## src/rtl/wb_host_pkg.sv

```systemverilog
// Shared types and sizing helpers for the Wishbone classic host master.
package wb_host_pkg;

  typedef enum logic [1:0] {
    IDLE = 2'd0,
    BUS  = 2'd1,
    RESP = 2'd2
  } state_e;

  localparam int WB_ADDR_W = 32;
  localparam int WB_DATA_W = 32;

  // The counter has to be able to hold TIMEOUT_CYCLES itself.
  function automatic int timeout_cnt_w(input int cycles);
    return $clog2(cycles + 1);
  endfunction

endpackage

```

## src/rtl/wb_host_timeout.sv

```systemverilog
// Ack-wait counter: cleared on command accept, counts BUS cycles without ack.
// expired is combinational and fires in the cycle whose closing edge reaches TIMEOUT_CYCLES.
module wb_host_timeout
  import wb_host_pkg::*;
#(
  parameter int TIMEOUT_CYCLES = 255
) (
  input  logic clk,
  input  logic rst,
  input  logic clr,
  input  logic en,
  output logic expired
);

  localparam int CNT_W = timeout_cnt_w(TIMEOUT_CYCLES);
  localparam logic [CNT_W-1:0] LAST = CNT_W'(TIMEOUT_CYCLES - 1);

  logic [CNT_W-1:0] count;

  always_ff @(posedge clk) begin
    if (rst || clr) begin
      count <= '0;
    end else if (en) begin
      count <= count + CNT_W'(1);
    end
  end

  assign expired = en && (count == LAST);

endmodule

```

## src/rtl/wb_host_master.sv

```systemverilog
// Wishbone B3 classic single-transfer initiator: cmd valid/ready in, rsp valid/ready out, one transfer in flight.
// Zero-wait slave gives rsp_valid two cycles after accept; optional ack timeout under WB_TIMEOUT_EN.
module wb_host_master
  import wb_host_pkg::*;
#(
  parameter  int ADDR_W         = WB_ADDR_W,
  parameter  int DATA_W         = WB_DATA_W,
  parameter  int TIMEOUT_CYCLES = 255,
  localparam int SEL_W          = DATA_W / 8
) (
  input  logic              wb_clk_i,
  input  logic              wb_rst_i,
  input  logic              cmd_valid,
  output logic              cmd_ready,
  input  logic              cmd_we,
  input  logic [ADDR_W-1:0] cmd_adr,
  input  logic [DATA_W-1:0] cmd_dat,
  input  logic [SEL_W-1:0]  cmd_sel,
  output logic              rsp_valid,
  input  logic              rsp_ready,
  output logic [DATA_W-1:0] rsp_rdata,
  output logic              rsp_err,
  output logic              wbm_cyc_o,
  output logic              wbm_stb_o,
  output logic              wbm_we_o,
  output logic [ADDR_W-1:0] wbm_adr_o,
  output logic [DATA_W-1:0] wbm_dat_o,
  output logic [SEL_W-1:0]  wbm_sel_o,
  input  logic [DATA_W-1:0] wbm_dat_i,
  input  logic              wbm_ack_i,
  output logic              busy
);

  if (TIMEOUT_CYCLES < 1) begin : g_bad_timeout
    $error("wb_host_master: TIMEOUT_CYCLES must be >= 1");
  end

  state_e state_q, state_d;
  logic   accept;
  logic   tmo_expired;

  assign accept = (state_q == IDLE) && cmd_valid;

`ifdef WB_TIMEOUT_EN
  wb_host_timeout #(
    .TIMEOUT_CYCLES(TIMEOUT_CYCLES)
  ) u_timeout (
    .clk    (wb_clk_i),
    .rst    (wb_rst_i),
    .clr    (accept),
    .en     ((state_q == BUS) && !wbm_ack_i),
    .expired(tmo_expired)
  );
`else
  assign tmo_expired = 1'b0;
`endif

  always_ff @(posedge wb_clk_i) begin
    if (wb_rst_i) begin
      state_q <= IDLE;
    end else begin
      state_q <= state_d;
    end
  end

  always_comb begin
    state_d = state_q;
    unique case (state_q)
      IDLE:    if (cmd_valid) state_d = BUS;
      BUS:     if (wbm_ack_i || tmo_expired) state_d = RESP;
      RESP:    if (rsp_ready) state_d = IDLE;
      default: state_d = IDLE;
    endcase
  end

  // Strobes decode straight from the state register, so cyc/stb drop on the ack edge.
  always_comb begin
    cmd_ready = (state_q == IDLE);
    rsp_valid = (state_q == RESP);
    busy      = (state_q != IDLE);
    wbm_cyc_o = (state_q == BUS);
    wbm_stb_o = (state_q == BUS);
  end

  always_ff @(posedge wb_clk_i) begin
    if (wb_rst_i) begin
      wbm_we_o  <= 1'b0;
      wbm_adr_o <= '0;
      wbm_dat_o <= '0;
      wbm_sel_o <= '0;
      rsp_rdata <= '0;
      rsp_err   <= 1'b0;
    end else if (accept) begin
      wbm_we_o  <= cmd_we;
      wbm_adr_o <= cmd_adr;
      wbm_dat_o <= cmd_dat;
      wbm_sel_o <= cmd_sel;
    end else if (state_q == BUS) begin
      // Ack takes priority over a timeout landing in the same cycle.
      if (wbm_ack_i) begin
        rsp_rdata <= wbm_we_o ? '0 : wbm_dat_i;
        rsp_err   <= 1'b0;
      end else if (tmo_expired) begin
        rsp_rdata <= '0;
        rsp_err   <= 1'b1;
      end
    end
  end

endmodule

```

## config.mk

```make
export PLATFORM = sky130hd
export DESIGN_NAME = wb_host_master
export DESIGN_NICKNAME = d
export VERILOG_FILES = /design/src/rtl/wb_host_pkg.sv /design/src/rtl/wb_host_timeout.sv /design/src/rtl/wb_host_master.sv
export SDC_FILE = /design/constraint.sdc
export NUM_CORES = 1
export LEC_CHECK = 0
export ABC_AREA = 0
export CORE_MARGIN = 2
export CORE_UTILIZATION = 38
export CTS_CLUSTER_DIAMETER = 120
export DETAILED_ROUTE_END_ITERATION = 6
export PLACE_DENSITY = 0.77
export SLEW_MARGIN = 10
export SYNTH_ARGS = -nofsm -noshare
export SYNTH_HDL_FRONTEND = slang
export SYNTH_SLANG_ARGS = --single-unit
```

## constraint.sdc

```tcl
create_clock -name wb_clk_i -period 1.1 [get_ports wb_clk_i]
set_input_delay 0.22 -clock wb_clk_i [delete_from_list [all_inputs] [get_ports wb_clk_i]]
set_output_delay 0.22 -clock wb_clk_i [all_outputs]
set_load 0.005 [all_outputs]
```

==> flow_metrics.py <==
metrics = {
    "worst_setup_path": {
        "crit_fanout": 9,
        "cp.arrival_ns": 1.59,
        "cpMostUsedCell": "buf_6",
        "path_class": "register to register",
        "max_stage_delay_ns": 0.36,
        "path_buf_inv": 3,
        "critical-path-top-delay-family": "buffers and inverters",
        "ff2ff_path_depth": 5,
        "cp-start-kind": "register",
        "end_kind": "register",
        "worst_ep_required_time_ns": 1.35,
        "cp_slowest_cell": "dfxtp_4",
        "worstReg2RegStart": "state_q[1]",
        "ff2ff_setup_slack_ns": -0.23,
        "worstReg2RegEnd": "wbm_adr_o[21]",
        "crit_chain": "buf_6, nor3b_4, buf_6, buf_12, mux2i_2",
    },
    "drt": {
        "vias": 3952,
        "firstDrtPassIters": 4,
        "drc_errors": 0,
        "ant_nets": 0,
        "routedWlPerCell_um": 14.7,
        "totalWireLength_um": 12800,
        "viasPerCell": 4.54,
        "drtIter0Drc": 162,
    },
    "final_layout": {
        "utilization_pct": 61.2,
        "area_growth_pct": 56.4,
        "layout_commonest_cell": "nand2b_1",
        "final_cell_mix": "nand2b_1, clkdlybuf4s50_1, dfxtp_2",
        "nets": 804,
        "antenna_cells": 0,
        "layout-drive-gt1-share_pct": 41.4,
        "fin_cells": 871,
    },
    "die": {
        "die_h_um": 116,
        "die-area_um2": 13400,
        "die_w_um": 116,
        "core_um2": 12100,
        "rows": 40,
        "num_io_pins": 213,
        "start_util_pct": 39.1,
    },
    "hold_path": {
        "hold_class": "primary input to register",
        "holdPathEnd": "rsp_rdata[10]",
        "hold_depth": 4,
        "holdCritStartpoint": "wb_rst_i",
    },
    "synthesis": {
        "synth.net_count": 562,
        "yosysUniqueCellTypes": 15,
        "avgSynthCellArea_um2": 10.4,
        "synth_area_leader_cell": "dfxtp_1",
        "syn_area_um2": 4740,
        "yosysSeqAreaShare_pct": 43.5,
        "ys_ff_latch": 103,
        "yosys_warnings": 0,
        "synth_cells": 456,
        "synth_top_area_share_pct": 43.5,
        "synth_area_leaders": "dfxtp_1, nand2b_1, mux2i_1",
    },
    "clock_network": {
        "clock_path_buffers": 2,
        "holdBufCountCts": 0,
        "cts_tree": "yes",
        "cts_root_buffer": "clkbuf_16",
        "cts_made_buffers": 9,
        "clk_latency_ns": 0.33,
        "h-tree-depth": 3,
        "cts.sinks": 103,
        "clkTransAtPathRegs_ns": 0.07,
    },
    "pwr": {
        "p_total_mw": 8.92,
        "power_density_nw_per_um2": 1200,
        "peakVddDrop_mv": 0.757,
        "p_leak_nw": 3.21,
    },
    "place": {
        "place_inst": 819,
        "io_buffers": 211,
        "gp_congestion": 0.805,
        "post-dp-hpwl_um": 8950,
        "place_ws_ns": -0.445,
    },
    "timing": {
        "slew_violations": 0,
        "finalSetupTns_ns": -19.81,
        "postLayoutSetupSlackWorst_ns": -0.234,
        "period_share_pct": 121,
        "period_needed_ns": 1.33,
        "grt_setup_unrepaired": "yes",
        "fmax_ghz": 0.750,
        "setup_violations": 108,
        "hold_viol": 0,
        "fin_skew_ns": 0.00492,
    },
    "global_routing": {
        "overflow": 0,
        "antenna_found_initial": 0,
        "grtUsageTotal_pct": 18.0,
        "grt_pass1_wl_um": 19300,
        "grt_max_degree": 55,
        "first_global_vias": 4037,
    },
    "outcome": {
        "status": "finished with violations",
        "failed_checks": "setup timing",
    },
    "flow_run": {
        "drv_cap": 0,
    },
}
-- flip-flops by register name, indices dropped and copies added (netlist names) --
register,cells
wbm_dat_o,32
wbm_adr_o,32
wbm_we_o,1
wbm_sel_o,4
state_q,2
rsp_rdata,32
-- power by group --
| part | internal, mW | total (mW) | switching [mW] | leakage (nW) |
|---|---|---|---|---|
| registers | 4.01 | 4.14 | 0.129 | 0.886 |
| logic | 1.16 | 1.82 | 0.657 | 2.20 |
| clock network | 1.60 | 2.97 | 1.37 | 0.125 |
| total | 6.77 | 8.92 | 2.15 | 3.21 |
-- worst min-delay path, cell delays in order --
cell and delay (ns):
buf_4 0.12, buf_12 0.17, or3b_1 0.12, mux2i_1 0.05
-- through the flow --
step / hold WS (ns) / cell area (µm²)
floorplan: 0.375 / 4740
global placement: 0.457 / 7120
detailed placement: 0.462 / 7120
CTS: 0.380 / 7490
global route: 0.401 / 7410
finish: 0.397 / 7410
-- synth_stat cells --
cell      number
nand2b_1     170
dfxtp_1      103
mux2i_1      101
or3b_1        32
clkbuf_1      23
buf_6         11
buf_4          3
nor3b_1        3
buf_2          2
nor2b_1        2
o21ba_2        2
and3b_1        1
conb_1         1
inv_1          1
or2_2          1
-- per-layer routing --
metal	wire (µm)	vias up	track usage [%]
li1	-	1985	-
met1	5230	1832	20.2
met2	6650	120	33.1
met3	632	15	4.03
met4	248	0	6.90
met5	0	-	0
-- cell families (layout without fill, tap and decap cells) --
group / count (synthesis) / count (layout) / share of synthesized area (%)
flip-flops: 103 / 103 / 43.5
AND/OR/NAND/NOR: 209 / 209 / 29.4
multiplexers: 101 / 101 / 21.3
other: 1 / 1 / 0.0792
AO/OA/AOI/OAI: 2 / 2 / 0.423
buffers and inverters: 40 / 287 / 5.20
-- area by class of cell --
class                   instances  area (µm²)
multi-input cells             313        2460
fillers                      1050        4700
clock inverters                 4        31.3
clock buffers                  12         246
inverters                       1        3.75
well taps                     168         210
flip-flops and latches        103        2190
repair buffers                270        2260
-- how the worst max path moves through the flow --
stage / cells past startpoint / slack [ns] / endpoint / start
finish: 5 / -0.23 / wbm_adr_o[21] / state_q[1]
global route: 5 / -0.30 / wbm_adr_o[21] / state_q[0]
CTS: 5 / -0.24 / wbm_adr_o[11] / state_q[1]
detailed placement: 5 / -0.45 / wbm_adr_o[3] / cmd_valid
global placement: 5 / -0.41 / wbm_adr_o[8] / cmd_valid
floorplan: 4 / 0.002 / wbm_adr_o[0] / state_q[1]
-- what timing repair did --
item / in CTS / in global routing
setup buffers: 20 / 11
pin swaps: 2 / 0
gates resized for setup: 463 / 53
setup endpoints to repair: 209 / 157
cloned: 1 / 4
Note: power is estimated with default switching activity, not from simulation.
